$ cat src/rtl/addr_gen_pkg.sv
// Shared types and default sizes for the address request issuer.
package addr_gen_pkg;

   typedef enum logic [1:0] {
      IDLE  = 2'd0,
      RUN   = 2'd1,
      DRAIN = 2'd2,
      DONE  = 2'd3
   } issuer_state_e;

   localparam int DEFAULT_DEPTH = 8;
   localparam int DEFAULT_AW    = 32;

endpackage

$ cat src/rtl/addr_req_issuer_if.sv
// Memory read request handshake: valid/ready with the address carried alongside.
interface addr_req_issuer_if #(
   parameter int AW = addr_gen_pkg::DEFAULT_AW
);
   logic          req_valid;
   logic          req_ready;
   logic [AW-1:0] req_addr;

   modport master (output req_valid, output req_addr, input req_ready);
   modport slave  (input req_valid, input req_addr, output req_ready);
endinterface

$ cat src/rtl/addr_fifo.sv
// Synchronous FIFO with registered occupancy; a push into a full FIFO is taken
// when a pop happens on the same edge.
module addr_fifo #(
   parameter int DEPTH = addr_gen_pkg::DEFAULT_DEPTH,
   parameter int W     = addr_gen_pkg::DEFAULT_AW
) (
   input  logic         clk,
   input  logic         rst,
   input  logic         flush,
   input  logic         push,
   input  logic [W-1:0] din,
   input  logic         pop,
   output logic         full,
   output logic         empty,
   output logic [W-1:0] head
);
   localparam int PW = (DEPTH > 1) ? $clog2(DEPTH) : 1;
   localparam int CW = PW + 1;

   logic [W-1:0]  mem [DEPTH];
   logic [PW-1:0] wr_ptr;
   logic [PW-1:0] rd_ptr;
   logic [CW-1:0] count;
   logic          do_push;
   logic          do_pop;

   assign full    = (count == CW'(DEPTH));
   assign empty   = (count == '0);
   assign do_pop  = pop && !empty;
   assign do_push = push && (!full || do_pop);
   assign head    = mem[rd_ptr];

   // Storage is not reset; the empty flag guards every read of it.
   always_ff @(posedge clk) begin
      if (do_push) begin
         mem[wr_ptr] <= din;
      end
   end

   always_ff @(posedge clk) begin
      if (rst || flush) begin
         wr_ptr <= '0;
         rd_ptr <= '0;
         count  <= '0;
      end else begin
         if (do_push) begin
            wr_ptr <= wr_ptr + PW'(1);
         end
         if (do_pop) begin
            rd_ptr <= rd_ptr + PW'(1);
         end
         unique case ({do_push, do_pop})
            2'b10:   count <= count + CW'(1);
            2'b01:   count <= count - CW'(1);
            default: count <= count;
         endcase
      end
   end

endmodule

$ cat src/rtl/addr_req_issuer.sv
// Captures a run of free-running addresses into a FIFO and issues them as memory
// read requests. Optional ADDR_REQ_BOUNDS_CHECK_EN adds addr_limit/bounds_err.
//
// state | meaning
// IDLE  | after reset, waiting for start
// RUN   | capturing one in_addr per cycle until num_reqs are taken
// DRAIN | capture finished, issuing what is left in the FIFO
// DONE  | FIFO empty, run complete, waiting for start
module addr_req_issuer
   import addr_gen_pkg::*;
#(
   parameter int DEPTH = DEFAULT_DEPTH,
   parameter int AW    = DEFAULT_AW
) (
   input  logic          clk,
   input  logic          rst,
   input  logic          start,
   input  logic [31:0]   num_reqs,
   input  logic [AW-1:0] in_addr,
`ifdef ADDR_REQ_BOUNDS_CHECK_EN
   input  logic [AW-1:0] addr_limit,
   output logic          bounds_err,
`endif
   addr_req_issuer_if.master req,
   output logic          busy,
   output logic          done,
   output logic          overflow,
   output logic [31:0]   issued_cnt
);
   issuer_state_e state;
   logic [31:0]   remain;
   logic          start_ok;
   logic          capture;
   logic          in_bounds;
   logic          push_req;
   logic          pop;
   logic          fifo_push;
   logic          drop;
   logic          fifo_full;
   logic          fifo_empty;
   logic [AW-1:0] fifo_head;

`ifdef ADDR_REQ_BOUNDS_CHECK_EN
   logic [AW-1:0] limit_q;
   assign in_bounds = (in_addr < limit_q);
`else
   assign in_bounds = 1'b1;
`endif

   assign start_ok  = start && ((state == IDLE) || (state == DONE));
   assign capture   = (state == RUN);
   assign push_req  = capture && in_bounds;
   assign pop       = req.req_valid && req.req_ready;
   assign fifo_push = push_req && (!fifo_full || pop);
   assign drop      = push_req && fifo_full && !pop;

   assign req.req_valid = !fifo_empty;
   assign req.req_addr  = fifo_empty ? '0 : fifo_head;

   addr_fifo #(
      .DEPTH (DEPTH),
      .W     (AW)
   ) u_fifo (
      .clk   (clk),
      .rst   (rst),
      .flush (start_ok),
      .push  (fifo_push),
      .din   (in_addr),
      .pop   (pop),
      .full  (fifo_full),
      .empty (fifo_empty),
      .head  (fifo_head)
   );

   always_ff @(posedge clk) begin
      if (rst) begin
         state      <= IDLE;
         remain     <= '0;
         busy       <= 1'b0;
         done       <= 1'b0;
         overflow   <= 1'b0;
         issued_cnt <= '0;
`ifdef ADDR_REQ_BOUNDS_CHECK_EN
         limit_q    <= '0;
         bounds_err <= 1'b0;
`endif
      end else begin
         if (pop) begin
            issued_cnt <= issued_cnt + 32'd1;
         end
         if (drop) begin
            overflow <= 1'b1;
         end
`ifdef ADDR_REQ_BOUNDS_CHECK_EN
         if (capture && !in_bounds) begin
            bounds_err <= 1'b1;
         end
`endif
         unique case (state)
            IDLE, DONE: begin
               if (start) begin
                  remain     <= num_reqs;
                  issued_cnt <= '0;
                  overflow   <= 1'b0;
`ifdef ADDR_REQ_BOUNDS_CHECK_EN
                  limit_q    <= addr_limit;
                  bounds_err <= 1'b0;
`endif
                  if (num_reqs == '0) begin
                     state <= DONE;
                     busy  <= 1'b0;
                     done  <= 1'b1;
                  end else begin
                     state <= RUN;
                     busy  <= 1'b1;
                     done  <= 1'b0;
                  end
               end
            end
            RUN: begin
               // remain counts down; the last capture is the one taken at 1.
               remain <= remain - 32'd1;
               if (remain == 32'd1) begin
                  state <= DRAIN;
               end
            end
            DRAIN: begin
               if (fifo_empty) begin
                  state <= DONE;
                  busy  <= 1'b0;
                  done  <= 1'b1;
               end
            end
            default: begin
               state <= IDLE;
               busy  <= 1'b0;
               done  <= 1'b0;
            end
         endcase
      end
   end

endmodule

$ cat src/flat_wrapper.sv
// flat-port wrapper written by rule: the top's interface ports become plain ports
module addr_req_issuer_flat import addr_gen_pkg::*;
#(
   parameter int DEPTH = DEFAULT_DEPTH,
   parameter int AW    = DEFAULT_AW
)
  (clk, rst, start, num_reqs, in_addr, busy, done, overflow, issued_cnt, req_req_valid, req_req_addr, req_req_ready);
  addr_req_issuer_if #(.AW(AW)) req_i ();
  input  logic clk;
  input  logic rst;
  input  logic start;
  input  logic [31:0] num_reqs;
  input  logic [AW-1:0] in_addr;
  output logic busy;
  output logic done;
  output logic overflow;
  output logic [31:0] issued_cnt;
  output wire logic [$bits(req_i.req_valid)-1:0] req_req_valid;
  output wire logic [$bits(req_i.req_addr)-1:0] req_req_addr;
  input wire logic [$bits(req_i.req_ready)-1:0] req_req_ready;
  assign req_req_valid = req_i.req_valid;
  assign req_req_addr = req_i.req_addr;
  assign req_i.req_ready = req_req_ready;
  addr_req_issuer #(.DEPTH(DEPTH), .AW(AW)) u_core (.clk(clk), .rst(rst), .start(start), .num_reqs(num_reqs), .in_addr(in_addr), .req(req_i), .busy(busy), .done(done), .overflow(overflow), .issued_cnt(issued_cnt));
endmodule
$ cat config.mk
export PLATFORM = sky130hd
export DESIGN_NAME = addr_req_issuer_flat
export DESIGN_NICKNAME = d
export VERILOG_FILES = /design/src/rtl/addr_gen_pkg.sv /design/src/rtl/addr_req_issuer_if.sv /design/src/rtl/addr_fifo.sv /design/src/rtl/addr_req_issuer.sv /design/src/flat_wrapper.sv
export SDC_FILE = /design/constraint.sdc
export NUM_CORES = 1
export LEC_CHECK = 0
export ABC_AREA = 1
export ABC_CLOCK_PERIOD_IN_PS = 7500
export CAP_MARGIN = 15
export CORE_MARGIN = 5
export CORE_UTILIZATION = 35
export CTS_BUF_LIST = sky130_fd_sc_hd__clkbuf_4
export DETAILED_ROUTE_END_ITERATION = 8
export PLACE_DENSITY_LB_ADDON = 0.08
export SLEW_MARGIN = 20
export SYNTH_ARGS = -nofsm -noshare
export SYNTH_HDL_FRONTEND = slang
export SYNTH_SLANG_ARGS = --single-unit
$ cat constraint.sdc
create_clock -name clk -period 7.5 [get_ports clk]
set_input_delay 1.125 -clock clk [delete_from_list [all_inputs] [get_ports clk]]
set_output_delay 1.125 -clock clk [all_outputs]
set_load 0.05 [all_outputs]
==> metrics.yaml, run 1 <==
outcome: "finished clean"
ctsResizeCount: 0
report.final.slew_viol_count: 0
chipHeight_um: 217
syn_to_final_growth_pct: 20.7
floorplan.io_pins: 136
synth_edf_count: 256
drcViolationCount: 0
dr.first_iter.drc_count: 656
core_region_mm2: 0.0428
power.density_cell_area_mw_per_mm2: 371
routed_via_density: 4.95
first_global_vias: 11700
drtAntennaViolNets: 0
mostFrequentLayoutCell: "sky130_fd_sc_hd__nor2_1"
placedInstanceArea_mm2: 0.0170
cp_max_fo: 71
cts_made_buffers: 94
final.setup_skew_ns: 0.0344
portBuffers: 135
initial_antenna_violation_count: 2
cpMostUsedCell: "sky130_fd_sc_hd__nor2_1"
grt-ovfl-total: 0
timing.critical_path.cells: "inv_4 > buf_4 > nor2_1 > o32ai_1 > o21ai_0 > nor2_1 > clkdlybuf4s50_1"
initial_utilization_pct: 35.2
h-tree-depth: 3
syn-instance-count: 1567
path_clk_slew_ns: 0.06
combined_global_route_utilization_of_all_metal_layers_pct: 16.6
final_layout_size_suffix_gt1_share_pct: 11.0
gp_congestion: 0.801
die-width_um: 217
yosysSeqAreaShare_pct: 62.0
peakVddDrop_v: 0.000172
fin_area_mm2: 0.0182
cp_data_arrival_time_ns: 3.93
clkLatencyLatePin_ns: 0.75
p_leak_nw: 6.42
timing.critical_path.to_type: "primary output"
cts_buffer_depth: 3
clock_sink_count: 338
r2r_start: "u_core.u_fifo.count[1]$_SDFFE_PP0P_"
worstMarginPinSlew_ns: 0.997
worst-endpoint-required_ns: 6.38
routed_wl_mm: 39.5
synth_async_sr_flop_share_pct: 0
reg2reg_depth: 9
dieArea_mm2: 0.0472
max_slew_margin_pct: 33.5
tritoncts: "done"
final-hold-violation-count: 0
worst_setup_path_endpoint: "req_req_addr[1]"
synthesis.area_per_instance_um2: 9.60
total_of_hold_buffers_inserted_after_clock_tree_synthesis: 0
most-common-layout-cells: "sky130_fd_sc_hd__nor2_1 (400), sky130_fd_sc_hd__edfxtp_1 (256), sky130_fd_sc_hd__nand2_1 (223)"
final_nets: 1820
crit_slowest_cell: "sky130_fd_sc_hd__clkdlybuf4s50_1"
setup_viol: 0
max_cap_viol: 0
placementRows: 76
synth_top_flop_cell: "sky130_fd_sc_hd__edfxtp_1"
wire_per_inst_um: 16.8
grt_first_pass_wirelength_mm: 62.7
final_min_period_over_clock_period_pct: 67.3
min_period_ns: 5.05
number_of_detailed_route_iterations_in_the_first_pass: 5
root_buffer: "sky130_fd_sc_hd__clkbuf_4"
cts_setup_buffers: 0
critPathLaunchType: "flop"
fin_tns_setup_ns: 0
detailed_place_hpwl_mm: 23.6
synth_cell_types: 41
grt_start_max_net_pins: 95
maxClockFrequency_ghz: 0.198
synth.cell_area_mm2: 0.0150
critPathMaxStageDelay_ns: 0.83
r2r_end: "u_core.u_fifo.mem[7][31]$_DFFE_PP_"
timing.setup.critical_path_class: "flop to primary output"
yosysWarningCount: 0
worstHoldPathType: "flop to flop"
routed-via-count: 11700
syn-num-nets: 1646
unrepaired_setup_endpoints_after_global_routing: "no"
synth-seq-cells: 338
timing.reg2reg.setup_slack_ns: 4.33
cell families after synthesis:
logic type	share of synthesized area, %
AO/OA/AOI/OAI	11.8
XOR/XNOR	0.757
adder cells (fa/ha/maj)	0.915
buffers and inverters	4.58
flip-flops	62.0
AND/OR/NAND/NOR	20.0
power by group:
| part | internal [mW] | switching, mW | leakage [nW] |
|---|---|---|---|
| sequential | 2.20 | 0.167 | 2.98 |
| combinational | 0.827 | 1.89 | 2.74 |
| clock | 0.905 | 0.762 | 0.706 |
| total | 3.93 | 2.82 | 6.42 |
stage by stage:
step           hold slack (ns)  setup WS [ns]  utilization, %  total power, mW  cells
6_report                 0.460           2.45            42.4             6.74   2354
5_1_grt                  0.481           2.09            42.4             7.26   2354
4_1_cts                  0.457           2.31            42.4             6.85   2353
3_5_place_dp             0.440           3.16            39.7             5.14   2191
3_3_place_gp             0.443           3.18            39.7             5.14   2191
2_1_floorplan            0.433           4.03               -             4.30   1567
worst max-delay path, delay by kind of cell (launching register included):
kind                   cells  cell delay (ns)
AOI/OAI and AO/OA          2             0.34
buffers and inverters      3             2.04
and+or+nand+nor            2             0.27
DFF                        1             0.47
cell usage after synthesis (2+ instances only):
library cell,instances,area [um2]
sky130_fd_sc_hd__nor2_2,4,25.0
sky130_fd_sc_hd__xor2_1,9,78.8
sky130_fd_sc_hd__o21ai_1,3,15.0
sky130_fd_sc_hd__ha_1,11,138
sky130_fd_sc_hd__a211oi_1,2,15.0
sky130_fd_sc_hd__o211ai_1,2,15.0
sky130_fd_sc_hd__clkbuf_1,48,180
sky130_fd_sc_hd__buf_1,3,11.3
sky130_fd_sc_hd__nand3_4,2,35.0
sky130_fd_sc_hd__xnor2_1,4,35.0
sky130_fd_sc_hd__buf_4,2,15.0
sky130_fd_sc_hd__nor2_4,3,33.8
sky130_fd_sc_hd__nand2_1,223,837
sky130_fd_sc_hd__a21oi_1,75,375
sky130_fd_sc_hd__nand4_1,16,100
sky130_fd_sc_hd__inv_1,100,375
sky130_fd_sc_hd__nand2_2,5,31.3
sky130_fd_sc_hd__inv_2,2,7.51
sky130_fd_sc_hd__nand3_1,36,180
sky130_fd_sc_hd__edfxtp_1,256,7690
sky130_fd_sc_hd__o21ai_0,148,741
sky130_fd_sc_hd__buf_2,20,100
sky130_fd_sc_hd__nor3_2,2,20.0
sky130_fd_sc_hd__a31oi_1,2,12.5
sky130_fd_sc_hd__nor3_1,18,90.1
sky130_fd_sc_hd__nor2_1,408,1530
sky130_fd_sc_hd__nand3b_1,4,30.0
sky130_fd_sc_hd__dfxtp_1,82,1640
sky130_fd_sc_hd__nand2_4,2,22.5
sky130_fd_sc_hd__o32ai_1,64,561
metal layers:
layer  GRT usage (%)  wire [um]  vias up
li1                -          -     5820
met5               0         13        -
met3            3.95       1650       72
met2            27.8      18900      229
met1            21.3      18200     5536
met4            5.44        772        2
worst min path at each step:
stage                                              start                       end  depth (start not counted)  slack (ns)
floorplan           u_core.u_fifo.rd_ptr[2]$_SDFFE_PP0N_                      flop                          2        0.43
global placement                u_core.done$_SDFFE_PP0P_  u_core.done$_SDFFE_PP0P_                          2        0.44
detailed placement              u_core.done$_SDFFE_PP0P_  u_core.done$_SDFFE_PP0P_                          2        0.44
CTS                             u_core.done$_SDFFE_PP0P_  u_core.done$_SDFFE_PP0P_                          2        0.46
global route                    u_core.done$_SDFFE_PP0P_  u_core.done$_SDFFE_PP0P_                          2        0.48
finish                          u_core.done$_SDFFE_PP0P_  u_core.done$_SDFFE_PP0P_                          2        0.46
cell type report:
type                            instances  area (um2)
Multi-Input combinational cell       1054        5090
Tap cell                              546         683
Clock buffer                          138        1040
Clock inverter                         24         153
Timing Repair Buffer                  151        1470
Fill cell                            4262       24600
Sequential cell                       338        9340
Antenna cell                            1        2.50
Inverter                              102         385
state kept, by name (all words and copies together), names as in the netlist, named ones only:
register,cells
u_core.u_fifo.mem,256
u_core.busy,1
u_core.remain,32
u_core.u_fifo.rd_ptr,3
u_core.issued_cnt,32
u_core.overflow,1
u_core.done,1
u_core.state,2
u_core.u_fifo.wr_ptr,3
u_core.u_fifo.count,4
No activity file was read; power rests on OpenSTA's default activity.
==> inputs of run 2 (changes only) <==
--- a/config.mk
+++ b/config.mk
@@ -6,7 +6,7 @@
 export NUM_CORES = 1
 export LEC_CHECK = 0
 export ABC_AREA = 1
-export ABC_CLOCK_PERIOD_IN_PS = 7500
+export ABC_CLOCK_PERIOD_IN_PS = 4570
 export CAP_MARGIN = 15
 export CORE_MARGIN = 5
 export CORE_UTILIZATION = 35
==> constraint.sdc (replaced) <==
create_clock -name clk -period 4.57 [get_ports clk]
set_input_delay 0.6855 -clock clk [delete_from_list [all_inputs] [get_ports clk]]
set_output_delay 0.6855 -clock clk [all_outputs]
set_load 0.05 [all_outputs]
==> metrics.yaml, run 2 (synthesis results as in run 1) <==
detailed_place_hpwl_mm: 24.4  # +3.2%
power.switching_fraction_pct: 41.7  # -0.086 points
comb_power_share_pct: 40.5  # +0.3 points
routed-via-count: 11600  # -0.39%
largest_registers: "u_core.u_fifo.mem x256, u_core.issued_cnt x32, u_core.remain x32"
final_nets: 1825  # +0.27%
whs_path_depth: 2  # unchanged
root_buffer: "sky130_fd_sc_hd__clkbuf_4"
first_global_vias: 11700  # -0.32%
report.final.slew_viol_count: 0  # unchanged
max_cap_viol: 0  # unchanged
final.hold.worst_slack_ns: 0.453  # -0.00737 ns
worstHoldPathType: "flop to flop"
crit_slowest_cell: "sky130_fd_sc_hd__clkdlybuf4s50_1"
reg2reg_depth: 8  # -1
initial_utilization_pct: 35.2  # unchanged
die-width_um: 217  # unchanged
initial_antenna_violation_count: 1  # -1
total_of_hold_buffers_inserted_after_clock_tree_synthesis: 0  # unchanged
maxClockFrequency_ghz: 0.234
final.setup_skew_ns: 0.0529  # +0.0185 ns
clkPwrFrac_pct: 24.9  # +0.2 points
dieArea_mm2: 0.0472  # unchanged
core_region_mm2: 0.0428  # unchanged
combined_global_route_utilization_of_all_metal_layers_pct: 17.1  # +0.51 points
path_clk_slew_ns: 0.06  # about the same
max_slew_margin_pct: 33.1  # -0.38 points
peakVddDrop_v: 0.000352  # +100%
placementRows: 76  # unchanged
tritoncts: "done"
whs_endpoint: "u_core.done$_SDFFE_PP0P_"
most-common-layout-cells: "sky130_fd_sc_hd__nor2_1 (400), sky130_fd_sc_hd__edfxtp_1 (256), sky130_fd_sc_hd__nand2_1 (223)"
chipHeight_um: 217  # unchanged
mostFrequentLayoutCell: "sky130_fd_sc_hd__nor2_1"
intPower_mw: 6.50  # +66%
utilization_pct: 42.7  # +0.26 points
r2r_start: "u_core.u_fifo.count[1]$_SDFFE_PP0P_"
worstMarginPinSlew_ns: 1.00  # +0.00459 ns
largest-register: "u_core.u_fifo.mem"
final_layout_size_suffix_gt1_share_pct: 11.6  # +0.59 points
portBuffers: 135  # unchanged
unrepaired_setup_endpoints_after_global_routing: "no"
net-switching-power_mw: 4.65  # +65%
setup_slack_placement_ns: 1.05  # -2.11 ns
setup_viol: 0  # unchanged
number_of_detailed_route_iterations_in_the_first_pass: 5  # unchanged
p_seq_share_pct: 34.7  # -0.3 points
critPathMaxStageDelay_ns: 0.86  # +0.03 ns
ctsResizeCount: 0  # unchanged
min_period_ns: 4.27
fin_tns_setup_ns: 0  # unchanged
clkLatencyLatePin_ns: 0.78  # +0.03 ns
grt_first_pass_wirelength_mm: 64.5  # +2.7%
cts_setup_buffers: 0  # unchanged
final_min_period_over_clock_period_pct: 93.4
timing.critical_path.to_type: "primary output"
h-tree-depth: 3  # unchanged
worst_hold_path_startpoint: "u_core.done$_SDFFE_PP0P_"
grt-ovfl-total: 0  # unchanged
cp_max_fo: 62  # -13%
final-hold-violation-count: 0  # unchanged
cpMostUsedCell: "sky130_fd_sc_hd__nor2_1"
fin_area_mm2: 0.0183  # +0.62%
place_inst: 2196  # +0.23%
finalWorstSetupSlack_ns: 0.303  # -2.15 ns
grt_start_max_net_pins: 113  # +19%
cts_made_buffers: 93  # -1.1%
final_cells: 2365  # +0.47%
timing.critical_path.cells: "inv_4 > buf_12 > nor2_1 > o32ai_1 > nor2_1 > nor2_1 > clkdlybuf4s50_1"
critPathLaunchType: "flop"
drtAntennaViolNets: 0  # unchanged
placedInstanceArea_mm2: 0.0170  # +0.37%
worst-endpoint-required_ns: 3.88  # -2.50 ns
outcome: "finished clean"
drcViolationCount: 0  # unchanged
syn_to_final_growth_pct: 21.4
dr.first_iter.drc_count: 656  # unchanged
cp_data_arrival_time_ns: 3.58  # -0.35 ns
gp_congestion: 0.807  # +0.69%
max_ffs_per_register: 256  # unchanged
clock_sink_count: 338  # unchanged
r2r_end: "u_core.u_fifo.mem[6][2]$_DFFE_PP_"
timing.setup.critical_path_class: "flop to primary output"
fin_total_pwr_mw: 11.1  # +65%
floorplan.io_pins: 136  # unchanged
wire_per_inst_um: 17.2  # +2.4%
p_leak_nw: 6.48  # +0.93%
routed_via_density: 4.91  # -0.86%
routed_wl_mm: 40.6  # +2.8%
timing.reg2reg.setup_slack_ns: 1.50  # -2.83 ns
power.density_cell_area_mw_per_mm2: 610  # +64%
cts_buffer_depth: 3  # unchanged
[run 2: worst max-delay path by stage]
stage | start | to | cells past startpoint
final | flop | req_req_addr[30] | 7
after global routing | flop | req_req_addr[30] | 7
after CTS | flop | req_req_addr[30] | 7
after detailed placement | flop | req_req_addr[30] | 7
after global placement | flop | req_req_addr[30] | 7
after floorplan | req_req_ready | u_core.u_fifo.mem[0][0]$_DFFE_PP_ | 5
[run 2: worst max-delay path: cells and delay by family (launching register included)]
kind | cells | cell delay [ns]
flops | 1 | 0.49
simple gates | 3 | 0.41
compound gates | 1 | 0.24
buf+inv | 3 | 1.64
[run 2: metal layers]
layer	part of all wire [%]	track usage [%]	wire, um	vias to the layer above
li1	-	-	-	5815
met1	46	22.8	18600	5463
met2	47	27.8	19300	272
met3	4.8	4.17	1950	63
met4	2.0	5.16	807	0
met5	0	0	0	-
[run 2: layout make-up]
cell class	count	area [um2]
Fill cell	4283	24500
Sequential cell	338	9340
Multi-Input combinational cell	1054	5090
Timing Repair Buffer	157	1550
Clock buffer	147	1100
Tap cell	546	683
Inverter	102	385
Clock inverter	20	115
Antenna cell	1	2.50
[run 2: power groups by stage]
stage / registers, mW / clock network [mW] / logic (mW)
floorplan: 3.85 / 0 / 3.20
global placement: 3.96 / 0 / 4.51
detailed placement: 3.97 / 0 / 4.51
CTS: 3.90 / 2.89 / 4.53
global route: 3.91 / 3.08 / 5.05
finish: 3.87 / 2.77 / 4.51
